`config.mk`:
```
export PLATFORM = sky130hd
export DESIGN_NAME = alu_issue_ctrl_flat
export DESIGN_NICKNAME = d
export VERILOG_FILES = /design/src/rtl/alu_issue_ctrl_if.sv /design/src/rtl/alu_issue_ctrl.sv /design/src/flat_wrapper.sv
export SDC_FILE = /design/constraint.sdc
export NUM_CORES = 1
export LEC_CHECK = 0
export CAP_MARGIN = 20
export CORE_ASPECT_RATIO = 1.2
export CORE_MARGIN = 2
export CORE_UTILIZATION = 44
export DETAILED_ROUTE_END_ITERATION = 7
export PLACE_DENSITY = 0.95
export SLEW_MARGIN = 20
export SYNTH_ARGS = -nofsm -noshare
export SYNTH_HDL_FRONTEND = slang
export SYNTH_SLANG_ARGS = --single-unit
```
`constraint.sdc`:
```
create_clock -name clock -period 2.7 [get_ports clock]
set_clock_uncertainty 0.1 [all_clocks]
set_input_delay 0.405 -clock clock [delete_from_list [all_inputs] [get_ports clock]]
set_output_delay 0.405 -clock clock [all_outputs]
set_load 0.05 [all_outputs]
```
`src/rtl/alu_issue_ctrl_if.sv`:
```
// alu_issue_ctrl_if: decode-side, alu_32-side and writeback-side signals of the ALU issue controller
interface alu_issue_ctrl_if #(
  parameter int WORD_SIZE = 32,
  parameter int CONTROL_SIGNAL_SIZE = 4,
  parameter int EXC_COUNT_WIDTH = 16
);
  logic in_valid;
  logic in_ready;
  logic [5:0] in_opcode;
  logic [5:0] in_funct;
  logic [WORD_SIZE-1:0] in_rs_val;
  logic [WORD_SIZE-1:0] in_rt_val;
  logic [15:0] in_imm;
  logic [WORD_SIZE-1:0] alu_input_a;
  logic [WORD_SIZE-1:0] alu_input_b;
  logic [CONTROL_SIGNAL_SIZE-1:0] alu_control;
  logic [WORD_SIZE-1:0] alu_result;
  logic alu_zero;
  logic alu_err_overflow;
  logic alu_err_invalid_control;
  logic out_valid;
  logic out_ready;
  logic [WORD_SIZE-1:0] out_result;
  logic out_branch_taken;
  logic out_exc_overflow;
  logic out_exc_invalid;
  logic [EXC_COUNT_WIDTH-1:0] exc_count;
  modport slave (
    input in_valid, in_opcode, in_funct, in_rs_val, in_rt_val, in_imm,
    input alu_result, alu_zero, alu_err_overflow, alu_err_invalid_control, out_ready,
    output in_ready, alu_input_a, alu_input_b, alu_control,
    output out_valid, out_result, out_branch_taken, out_exc_overflow, out_exc_invalid, exc_count
  );
  modport master (
    output in_valid, in_opcode, in_funct, in_rs_val, in_rt_val, in_imm,
    output alu_result, alu_zero, alu_err_overflow, alu_err_invalid_control, out_ready,
    input in_ready, alu_input_a, alu_input_b, alu_control,
    input out_valid, out_result, out_branch_taken, out_exc_overflow, out_exc_invalid, exc_count
  );
endinterface

```
`src/rtl/alu_issue_ctrl.sv`:
```
// alu_issue_ctrl: decodes MIPS instructions, drives alu_32 for one cycle and returns one flagged response each
module alu_issue_ctrl #(
  parameter int WORD_SIZE = 32,
  parameter int CONTROL_SIGNAL_SIZE = 4,
  parameter int EXC_COUNT_WIDTH = 16
) (
  input logic clock,
  input logic reset_n,
  alu_issue_ctrl_if.slave bus
);
  typedef enum logic [1:0] {IDLE, EXEC, RESP} state_t;
  state_t r_state, w_next;
  logic [WORD_SIZE-1:0] r_a, r_b, r_result, w_b, w_sext, w_zext;
  logic [CONTROL_SIGNAL_SIZE-1:0] r_ctrl, w_ctrl;
  logic [EXC_COUNT_WIDTH-1:0] r_exc_count;
  logic r_ovf_en, r_beq, r_branch, r_exc_ovf, r_exc_inv;
  logic w_dec_ok, w_ovf_en, w_beq, w_accept, w_done, w_alu_inv;
  assign w_sext = {{(WORD_SIZE-16){bus.in_imm[15]}}, bus.in_imm};
  assign w_zext = {{(WORD_SIZE-16){1'b0}}, bus.in_imm};
  always_comb begin
    w_dec_ok = 1'b1;
    w_ctrl = '0;
    w_b = w_sext;
    w_ovf_en = 1'b0;
    w_beq = 1'b0;
    case (bus.in_opcode)
      6'h00: begin
        w_b = bus.in_rt_val;
        case (bus.in_funct)
          6'h20: begin w_ctrl = 4'h2; w_ovf_en = 1'b1; end
          6'h21: w_ctrl = 4'h3;
          6'h22: begin w_ctrl = 4'h6; w_ovf_en = 1'b1; end
          6'h23: w_ctrl = 4'h6;
          6'h24: w_ctrl = 4'h0;
          6'h25: w_ctrl = 4'h1;
          6'h27: w_ctrl = 4'hC;
          6'h2A: w_ctrl = 4'h7;
          default: w_dec_ok = 1'b0;
        endcase
      end
      6'h08: begin w_ctrl = 4'h2; w_ovf_en = 1'b1; end
      6'h09: w_ctrl = 4'h3;
      6'h0A: w_ctrl = 4'h7;
      6'h0C: begin w_ctrl = 4'h0; w_b = w_zext; end
      6'h0D: begin w_ctrl = 4'h1; w_b = w_zext; end
      6'h23, 6'h2B: w_ctrl = 4'h2;
      6'h04: begin w_ctrl = 4'h6; w_b = bus.in_rt_val; w_beq = 1'b1; end
      default: w_dec_ok = 1'b0;
    endcase
  end
  assign w_accept = (r_state == IDLE) && bus.in_valid;
  assign w_done = (r_state == RESP) && bus.out_ready;
  assign w_alu_inv = bus.alu_err_invalid_control;
  always_comb begin
    w_next = r_state;
    bus.in_ready = 1'b0;
    bus.out_valid = 1'b0;
    case (r_state)
      IDLE: begin
        bus.in_ready = 1'b1;
        if (bus.in_valid) w_next = w_dec_ok ? EXEC : RESP;
      end
      EXEC: w_next = RESP;
      RESP: begin
        bus.out_valid = 1'b1;
        if (bus.out_ready) w_next = IDLE;
      end
      default: w_next = IDLE;
    endcase
  end
  always_ff @(posedge clock or negedge reset_n) begin
    if (!reset_n) begin
      r_state <= IDLE;
      r_a <= '0;
      r_b <= '0;
      r_ctrl <= '0;
      r_ovf_en <= 1'b0;
      r_beq <= 1'b0;
      r_result <= '0;
      r_branch <= 1'b0;
      r_exc_ovf <= 1'b0;
      r_exc_inv <= 1'b0;
      r_exc_count <= '0;
    end else begin
      r_state <= w_next;
      if (w_accept) begin
        r_a <= bus.in_rs_val;
        r_b <= w_b;
        r_ctrl <= w_ctrl;
        r_ovf_en <= w_ovf_en;
        r_beq <= w_beq;
        r_result <= '0;
        r_branch <= 1'b0;
        r_exc_ovf <= 1'b0;
        r_exc_inv <= !w_dec_ok;
      end
      if (r_state == EXEC) begin
        r_result <= w_alu_inv ? '0 : bus.alu_result;
        r_branch <= r_beq && bus.alu_zero && !w_alu_inv;
        r_exc_ovf <= r_ovf_en && bus.alu_err_overflow && !w_alu_inv;
        r_exc_inv <= w_alu_inv;
      end
      if (w_done && (r_exc_ovf || r_exc_inv) && !(&r_exc_count))
        r_exc_count <= r_exc_count + EXC_COUNT_WIDTH'(1);
    end
  end
  assign bus.alu_input_a = r_a;
  assign bus.alu_input_b = r_b;
  assign bus.alu_control = r_ctrl;
  assign bus.out_result = r_result;
  assign bus.out_branch_taken = r_branch;
  assign bus.out_exc_overflow = r_exc_ovf;
  assign bus.out_exc_invalid = r_exc_inv;
  assign bus.exc_count = r_exc_count;
endmodule

```
`src/flat_wrapper.sv`:
```
// flat-port wrapper written by rule: the top's interface ports become plain ports
module alu_issue_ctrl_flat 
#(
  parameter int WORD_SIZE = 32,
  parameter int CONTROL_SIGNAL_SIZE = 4,
  parameter int EXC_COUNT_WIDTH = 16
)
  (clock, reset_n, bus_in_valid, bus_in_opcode, bus_in_funct, bus_in_rs_val, bus_in_rt_val, bus_in_imm, bus_alu_result, bus_alu_zero, bus_alu_err_overflow, bus_alu_err_invalid_control, bus_out_ready, bus_in_ready, bus_alu_input_a, bus_alu_input_b, bus_alu_control, bus_out_valid, bus_out_result, bus_out_branch_taken, bus_out_exc_overflow, bus_out_exc_invalid, bus_exc_count);
  alu_issue_ctrl_if #(.WORD_SIZE(WORD_SIZE), .CONTROL_SIGNAL_SIZE(CONTROL_SIGNAL_SIZE), .EXC_COUNT_WIDTH(EXC_COUNT_WIDTH)) bus_i ();
  input logic clock;
  input logic reset_n;
  input wire logic [$bits(bus_i.in_valid)-1:0] bus_in_valid;
  input wire logic [$bits(bus_i.in_opcode)-1:0] bus_in_opcode;
  input wire logic [$bits(bus_i.in_funct)-1:0] bus_in_funct;
  input wire logic [$bits(bus_i.in_rs_val)-1:0] bus_in_rs_val;
  input wire logic [$bits(bus_i.in_rt_val)-1:0] bus_in_rt_val;
  input wire logic [$bits(bus_i.in_imm)-1:0] bus_in_imm;
  input wire logic [$bits(bus_i.alu_result)-1:0] bus_alu_result;
  input wire logic [$bits(bus_i.alu_zero)-1:0] bus_alu_zero;
  input wire logic [$bits(bus_i.alu_err_overflow)-1:0] bus_alu_err_overflow;
  input wire logic [$bits(bus_i.alu_err_invalid_control)-1:0] bus_alu_err_invalid_control;
  input wire logic [$bits(bus_i.out_ready)-1:0] bus_out_ready;
  output wire logic [$bits(bus_i.in_ready)-1:0] bus_in_ready;
  output wire logic [$bits(bus_i.alu_input_a)-1:0] bus_alu_input_a;
  output wire logic [$bits(bus_i.alu_input_b)-1:0] bus_alu_input_b;
  output wire logic [$bits(bus_i.alu_control)-1:0] bus_alu_control;
  output wire logic [$bits(bus_i.out_valid)-1:0] bus_out_valid;
  output wire logic [$bits(bus_i.out_result)-1:0] bus_out_result;
  output wire logic [$bits(bus_i.out_branch_taken)-1:0] bus_out_branch_taken;
  output wire logic [$bits(bus_i.out_exc_overflow)-1:0] bus_out_exc_overflow;
  output wire logic [$bits(bus_i.out_exc_invalid)-1:0] bus_out_exc_invalid;
  output wire logic [$bits(bus_i.exc_count)-1:0] bus_exc_count;
  assign bus_i.in_valid = bus_in_valid;
  assign bus_i.in_opcode = bus_in_opcode;
  assign bus_i.in_funct = bus_in_funct;
  assign bus_i.in_rs_val = bus_in_rs_val;
  assign bus_i.in_rt_val = bus_in_rt_val;
  assign bus_i.in_imm = bus_in_imm;
  assign bus_i.alu_result = bus_alu_result;
  assign bus_i.alu_zero = bus_alu_zero;
  assign bus_i.alu_err_overflow = bus_alu_err_overflow;
  assign bus_i.alu_err_invalid_control = bus_alu_err_invalid_control;
  assign bus_i.out_ready = bus_out_ready;
  assign bus_in_ready = bus_i.in_ready;
  assign bus_alu_input_a = bus_i.alu_input_a;
  assign bus_alu_input_b = bus_i.alu_input_b;
  assign bus_alu_control = bus_i.alu_control;
  assign bus_out_valid = bus_i.out_valid;
  assign bus_out_result = bus_i.out_result;
  assign bus_out_branch_taken = bus_i.out_branch_taken;
  assign bus_out_exc_overflow = bus_i.out_exc_overflow;
  assign bus_out_exc_invalid = bus_i.out_exc_invalid;
  assign bus_exc_count = bus_i.exc_count;
  alu_issue_ctrl #(.WORD_SIZE(WORD_SIZE), .CONTROL_SIGNAL_SIZE(CONTROL_SIGNAL_SIZE), .EXC_COUNT_WIDTH(EXC_COUNT_WIDTH)) u_core (.clock(clock), .reset_n(reset_n), .bus(bus_i));
endmodule
```
# Word-level counts from Yosys, hierarchy flattened
# Index checks and enable logic that the tools add are counted.
dict set report word_totals {
  output_inout_bits 121
  ramBits 0
  mem_count 0
  register_bits 123
  in_bits 131
  latch_bits 0
  mem_bits_ro 0
}
dict set report op_classes {
  muxes 22
  magnitude_cmp 0
  multipliers 0
  add_sub_neg 1
  n_bitwise 0
  eq_ne 20
  div 0
  reduce_logical 24
  n_shift 0
}
# cell n
set ops {}
lappend ops {{$mux 32} 3}
lappend ops {{$pmux 32 s2} 1}
lappend ops {{$eq 6x6->1 const B} 10}
lappend ops {{$pmux 4 s6} 2}
lappend ops {{$eq 6x4->1 const B} 5}
lappend ops {{$add 16x1->16 const B} 1}
lappend ops {{$reduce_and 16->1} 1}
lappend ops {{$reduce_or 8->1} 2}
lappend ops {{$mux 1} 10}
lappend ops {{$logic_and 1x1->1} 8}
lappend ops {{$reduce_or 2->1} 4}
lappend ops {{$eq 6x3->1 const B} 1}
lappend ops {{$logic_not 6->1} 1}
lappend ops {{$mux 2} 3}
lappend ops {{$pmux 2 s3} 1}
lappend ops {{$ne 2x2->1 const B} 2}
lappend ops {{$pmux 1 s2} 2}
lappend ops {{$logic_not 1->1} 3}
lappend ops {{$reduce_or 3->1} 1}
lappend ops {{$eq 2x1->1 const B} 1}
lappend ops {{$eq 2x2->1 const B} 1}
lappend ops {{$logic_not 2->1} 1}
lappend ops {{$reduce_and 2->1} 1}
lappend ops {{$reduce_bool 2->1} 1}
lappend ops {{$logic_or 1x1->1} 1}

# Longest topological paths before layout
# Gate-level depths: netlist (run 1).
dict set report logic_depth {
  ltp_word 7
  ltp_mapped 6
  mapped_depth_nobuf 6
}

# Worst setup path before layout (run 1)
# Ideal clock, no wire load.
dict set report synth_timing {
  path_kind {reg-to-reg}
  start {register u_core.r_state[0]}
  end {register u_core.r_b[22] (netlist: u_core.bus.alu_input_b[22])}
  t_arrival_ns 2.003
  setup_ns 0.121
  synth_period_minus_slack_ns 2.224
  stages_incl_launch_ff 6
  setup_slack_ns 0.476
  cell_sequence {dfrtp_1 -> nor2_1 -> nand2_1 -> a31oi_4 -> buf_6 -> a21oi_1}
}
dict set report synth_via {
  elab_chain_len 2
}
# item line
set synth_lines {}
lappend synth_lines {{from (decl)} alu_issue_ctrl.sv:12} ;# state_t r_state, w_next;
lappend synth_lines {{from (signal assigned)} alu_issue_ctrl.sv:85} ;# r_state <= w_next;
lappend synth_lines {{$logic_not 2->1} alu_issue_ctrl.sv:51} ;# assign w_accept = (r_state == IDLE) && bus.in_valid;
lappend synth_lines {{$logic_and 1x1->1} alu_issue_ctrl.sv:51}
lappend synth_lines {{to (signal assigned)} alu_issue_ctrl.sv:88} ;# r_b <= w_b;
lappend synth_lines {{to (decl)} alu_issue_ctrl.sv:13} ;# logic [WORD_SIZE-1:0] r_a, r_b, r_result, w_b, w_sext, w_zext;
# No other way between the ends.
# A chain may end at the register's enable or synchronous reset.

# Worst setup path in the final report (run 1)
dict set report layout_timing {
  start {register u_core.r_state[1]}
  end {output bus_out_valid}
}
dict set report layout_via {
  elab_chain_len 2
}
# item line
set layout_lines {}
lappend layout_lines {{$eq 2x2->1} alu_issue_ctrl.sv:58} ;# case (r_state)
lappend layout_lines {{$mux 1} alu_issue_ctrl.sv:58}
lappend layout_lines {{to (decl)} flat_wrapper.sv:27} ;# output wire logic [$bits(bus_i.out_valid)-1:0] bus_out_valid;
# No other way between the ends.

==> reports/results.ini, run 1 <==
[status]
outcome = finished, final reports clean

[routing]
viasPerCell = 5.28
dr.pass1.iters = 4
ant_nets = 0
wl_microns = 16200
drc = 0
via_count = 4939
wl_per_cell_microns = 17.3
drt_iter0_markers = 282

[setup_path]
reg2reg_to = u_core.bus.exc_count[1]$_DFFE_PN0P_
path_max_fanout = 7
worstPathArrival_ps = 1950
reg2reg_depth = 5
timing.rr.start = u_core.bus.exc_count[0]$_DFFE_PN0P_
critPathLaunchType = flip-flop
cp-end-kind = output pin
r2r_slack_ps = 610
worstSetupPathType = reg -> out
cp.required_ps = 2190

[logic_synthesis]
post-synth-top-count-cell = nand2_1
syn-num-nets = 638
synth_cell_type_count = 42
synth_seq_area_share_pct = 60.7
synth_top_area_share_pct = 60.7
syn_area_per_cell_sq_um = 10.0
yosysTopAreaCell = dfrtp_1
synth_flop_cell = dfrtp_1
ys_seq_elements = 123
synth_area_sq_mm = 0.00507
syn_inst = 506
synthTopCellsByArea = dfrtp_1, nand2_1, a22o_1, nor2_1, a21oi_1
synth_common_cells = nand2_1, dfrtp_1, nor2_1
postSynth.asyncResetShare_pct = 100
synth_edf_count = 0
yosys_warnings = 0

[worst_hold_path]
hold-path-cell-count = 2
hold-path-endpoint = u_core.bus.alu_input_a[31]$_DFFE_PN0P_
hold_class = reg -> reg
worstHoldStart = u_core.bus.alu_input_a[31]$_DFFE_PN0P_

[cts]
cts_buffer_depth = 2
cts.clk_slew.worst_paths_ps = 50
cts_sinks = 123
cts-root-buf = clkbuf_16
htreeDepth = 4
cts_resized = 0
cts_tree = yes
cts_inserted_buffers = 17
worst_skew_pair.late_latency_ps = 410

[power_and_ir_drop]
power_density_mw_per_mm2 = 922
leakage_uw = 0.00376
ir_drop_uv = 638

[placement]
pre_cts_ws_ps = 116
place_hpwl_microns = 11500
gp_congestion = 0.911
numPortBuffers = 251
dp_cells = 903

[final_layout]
utilization_pct = 76.6
seq_area_sq_mm = 0.00308
nets = 901
antenna_cells = 0
fill_cells = 730
final_cells = 936
drive_gt1_share_pct = 7.54
area_growth_pct = 68.2
multi_input_area_sq_mm = 0.00188

[floorplanning]
start_util_pct = 45.5
die_w_microns = 102
io_pins = 252
core_area_sq_mm = 0.0111
die-height_microns = 122
die_area_sq_mm = 0.0124
rows = 42

[timing]
finalCritPeriodShare_pct = 91.1
hold_slack_ps = 372
fin_tns_setup_ps = 0
worst_pin_slew_ps = 596
setup_viol = 0
fin_crit_ps = 2460
worst_slack_ps = 240
finalHoldViolations = 0
slew_headroom_pct = 60.1
drv_slew = 0
fmax_mhz = 407
rsz0062_at_grt = no

[grt]
track_usage_pct = 26.6
grt_pass1_vias = 5204
antenna_found_initial = 0
grt_max_degree = 80
grt-ovfl-total = 0
grt_pass1_wl_microns = 25200

[job]
maxCapViolations = 0

state kept, by name (all words and copies together), names as in the netlist:
register                     flops
u_core.bus.alu_control           4
u_core.bus.alu_input_a          32
u_core.bus.exc_count            16
u_core.r_beq                     1
u_core.bus.out_branch_taken      1
u_core.bus.out_exc_invalid       1
u_core.bus.out_result           32
u_core.bus.alu_input_b          32
u_core.bus.out_exc_overflow      1
u_core.r_ovf_en                  1
u_core.r_state                   2
per-stage QoR:
stage | power, uW | cell area [sq um]
6_report | 7860 | 8530
5_1_grt | 8140 | 8530
4_1_cts | 7910 | 8530
3_5_place_dp | 5330 | 7860
3_3_place_gp | 5250 | 7860
2_1_floorplan | 4140 | 5070
report_power, final:
group	total, uW	switching (uW)	internal (uW)
registers	2450	251	2190
logic	2880	1890	988
clock network	2540	846	1700
total	7860	2990	4880
cells in the final DEF, fill, tap and decap left out, types with 4 or more instances in the layout:
cell type and n:
clkdlybuf4s50_1 250, nand2_1 158, dfrtp_1 123, nor2_1 39, a22o_1 32, a21oi_1 22, a31oi_1 17, clkbuf_16 17
buf_4 13, nand2b_1 7, inv_1 6, nand3_1 6, xnor2_1 6, and3_1 5, nand4_1 5, o21ai_0 5
bufinv_16 5, a32oi_1 4, xor2_1 4, buf_12 4
worst max-delay path by stage:
stage	end	slack, ps	depth (start not counted)	from
6_report	bus_out_valid	240	2	u_core.r_state[1]$_DFFE_PN0P_
5_1_grt	bus_out_valid	180	2	u_core.r_state[1]$_DFFE_PN0P_
4_1_cts	bus_out_valid	220	2	u_core.r_state[1]$_DFFE_PN0P_
3_5_place_dp	u_core.bus.alu_input_b[17]$_DFFE_PN0P_	120	5	bus_in_opcode[4]
3_3_place_gp	u_core.bus.alu_input_b[26]$_DFFE_PN0P_	180	5	bus_in_opcode[4]
2_1_floorplan	u_core.bus.alu_input_b[22]$_DFFE_PN0P_	480	5	u_core.r_state[0]$_DFFE_PN0P_
per-layer routing:
layer	track usage (%)	part of all wire (%)	vias to the layer above
met2	46.8	53	247
met5	0	0	-
li1	-	-	2266
met3	7.00	7.0	41
met4	12.8	3.2	0
met1	29.7	36	2385
repair_timing:
item	4_1_cts	5_1_grt
hold endpoints to repair	41	0
setup buffers	0	0
hold buffers	1	0
logic make-up after synthesis:
group	count (synthesis)	synth area share [%]
compound gates	97	14.0
xor+xnor	10	1.73
fa+ha+maj	1	0.247
buf+inv	30	2.54
flops	123	60.7
mux	6	1.26
simple gates	239	19.6
final cells by class:
cell class                 instances  share of cell area (%)
clock buffer                      19                    5.31
clock inverter                    13                    2.49
inverter                           6                   0.264
multi-input combinational        353                    22.1
sequential                       123                    36.1
tap                              154                    2.26
timing repair buffer             268                    31.5
critical path, stage by stage (launching register included):
cell and delay [ps]:
dfrtp_1 440, nor2b_1 270, clkdlybuf4s50_1 850
(Power assumes the default switching activity.)
==> run 2: changes to the inputs <==
CORE_MARGIN = 3   (was 2)
==> run 2 against run 1 <==
Count of clock-buffer cells in the layout is the same. Via count grew 0.12%. Largest power group unchanged. Critical path depth is the same. Clock power grew 4%. First-iteration DRC count shrank 7.1%. Power grew 1.2%. Cell count shrank 0.11%. Register-to-register slack is essentially flat. Routed wire length grew 0.93%. Sequential power is essentially flat. Critical endpoint unchanged. Sequential cell count is the same.
==> reports/results.ini, run 2 (same netlist as run 1, synthesis figures left out) <==
[timing]
drv_slew = 0  ; unchanged
slew_headroom_pct = 57.7  ; was 60.1%
finalCritPeriodShare_pct = 91.7  ; was 91.1%
fmax_mhz = 404  ; was 407 MHz
setup_viol = 0  ; unchanged
fin_crit_ps = 2470  ; was 2460 ps
rsz0062_at_grt = no  ; unchanged
hold_slack_ps = 372  ; about the same
worst_pin_slew_ps = 634  ; was 596 ps
fin_tns_setup_ps = 0  ; unchanged
finalHoldViolations = 0  ; unchanged

[final_layout]
drive_gt1_share_pct = 7.43  ; was 7.54%
design_area_sq_mm = 0.00854  ; was 0.00853 sq mm
antenna_cells = 0  ; unchanged
nets = 900  ; was 901
final_common_cell = clkdlybuf4s50_1  ; unchanged
layout_common_cells = clkdlybuf4s50_1, nand2_1, dfrtp_1  ; unchanged
area_growth_pct = 68.3  ; was 68.2%

[setup_path]
cp-end-kind = output pin  ; unchanged
reg2reg_to = u_core.bus.exc_count[1]$_DFFE_PN0P_  ; unchanged
worstPathArrival_ps = 1970  ; was 1950 ps
cp.required_ps = 2190  ; about the same
worstSetupPathType = reg -> out  ; unchanged
cpPeakStageDelay_ps = 860  ; was 850 ps
crit_chain = nor2b_1 > clkdlybuf4s50_1  ; unchanged
timing.rr.start = u_core.bus.exc_count[1]$_DFFE_PN0P_  ; was u_core.bus.exc_count[0]$_DFFE_PN0P_
reg2reg_depth = 5  ; unchanged
path_max_fanout = 7  ; unchanged
cp_slowest_cell = clkdlybuf4s50_1  ; unchanged
r2r_slack_ps = 610  ; about the same
critPathLaunchType = flip-flop  ; unchanged

[grt]
grt_max_degree = 57  ; was 80
antenna_found_initial = 0  ; unchanged
track_usage_pct = 24.7  ; was 26.6%
grt_pass1_vias = 5025  ; was 5204
grt_pass1_wl_microns = 25200  ; about the same
grt-ovfl-total = 0  ; unchanged

[cts]
cts-root-buf = clkbuf_16  ; unchanged
cts_sinks = 123  ; unchanged
htreeDepth = 4  ; unchanged
cts_inserted_buffers = 17  ; unchanged
cts_tree = yes  ; unchanged
post_cts_buffers = 0  ; unchanged
cts.clk_slew.worst_paths_ps = 60  ; was 50 ps
worst_skew_pair.late_latency_ps = 400  ; was 410 ps
cts_buffer_depth = 2  ; unchanged

[floorplanning]
core_area_sq_mm = 0.0111  ; unchanged
start_util_pct = 45.5  ; unchanged
io_pins = 252  ; unchanged
die_w_microns = 104  ; was 102 microns
die-height_microns = 124  ; was 122 microns
rows = 42  ; unchanged
die_area_sq_mm = 0.0129  ; was 0.0124 sq mm

[worst_hold_path]
hold_class = reg -> reg  ; unchanged
hold-path-cell-count = 2  ; unchanged
hold-path-endpoint = u_core.bus.alu_input_a[18]$_DFFE_PN0P_  ; was u_core.bus.alu_input_a[31]$_DFFE_PN0P_
worstHoldStart = u_core.bus.alu_input_a[18]$_DFFE_PN0P_  ; was u_core.bus.alu_input_a[31]$_DFFE_PN0P_

[status]
outcome = finished, final reports clean  ; unchanged

[power_and_ir_drop]
leakage_uw = 0.00377  ; was 0.00376 uW
ir_drop_uv = 571  ; was 638 uV
power_density_mw_per_mm2 = 932  ; was 922 mW/mm^2

[placement]
numPortBuffers = 251  ; unchanged
gp_congestion = 0.939  ; was 0.911
place_hpwl_microns = 12100  ; was 11500 microns
placed_cell_area_sq_mm = 0.00784  ; was 0.00786 sq mm

[routing]
drc = 0  ; unchanged
ant_nets = 0  ; unchanged
dr.pass1.iters = 5  ; was 4
via_count = 4945  ; was 4939
viasPerCell = 5.29  ; was 5.28
drt_iter0_markers = 262  ; was 282
wl_per_cell_microns = 17.5  ; was 17.3 microns
wl_microns = 16300  ; was 16200 microns

[job]
maxCapViolations = 0  ; unchanged

run 2: cell types whose count changed in the layout (fill, tap and decap cells not counted), sizes merged:
| cell | change |
|---|---|
| buf | -1 |
| bufinv | +1 |
| inv | -1 |
run 2: how the worst max path moves through the flow:
stage	to	slack (ps)	start	cells past startpoint
4_1_cts	bus_out_valid	240	u_core.r_state[1]$_DFFE_PN0P_	2
2_1_floorplan	u_core.bus.alu_input_b[22]$_DFFE_PN0P_	480	u_core.r_state[0]$_DFFE_PN0P_	5
6_report	bus_out_valid	230	u_core.r_state[1]$_DFFE_PN0P_	2
3_3_place_gp	u_core.bus.alu_input_b[24]$_DFFE_PN0P_	200	bus_in_opcode[0]	5
3_5_place_dp	u_core.bus.alu_input_b[27]$_DFFE_PN0P_	130	bus_in_opcode[0]	5
5_1_grt	bus_out_valid	220	u_core.r_state[1]$_DFFE_PN0P_	2
run 2: per-stage QoR:
step	setup slack, ps	total power (uW)	utilization [%]	std cells
floorplan	476	4140	-	506
global route	218	8240	76.6	935
detailed placement	128	5330	70.3	902
global placement	200	5240	70.3	902
finish	225	7960	76.6	935
CTS	244	8000	76.6	935
run 2: metal layers:
metal,up-vias,routed length [microns],GRT usage (%)
met5,-,0,0
met4,0,285,8.73
met3,27,1230,7.47
met2,260,8860,46.0
met1,2395,5970,26.7
li1,2263,-,-
run 2: critical path: cells and delay by family, from the launching register on:
family                 cells  cell delay (ps)
flip-flops                 1              440
buffers and inverters      1              860
AND/OR/NAND/NOR            1              270
run 2: cell type report:
cell class,instances,area [sq um]
sequential,123,3080
timing repair buffer,267,2670
fill,710,2600
multi-input combinational,353,1880
clock buffer,19,453
clock inverter,13,238
tap,154,193
inverter,6,22.5
run 2: report_power, final:
part | internal [uW] | switching (uW) | total (uW) | leakage (uW)
logic | 981 | 1890 | 2870 | 0.00189
registers | 2190 | 258 | 2450 | 0.00155
clock network | 1790 | 845 | 2630 | 0.000326
total | 4970 | 2990 | 7960 | 0.00377
run 2: what timing repair did:
action / in CTS / in global routing
hold buffers: 1 / 0
gates resized for setup: 0 / 0
hold endpoints to repair: 49 / 0
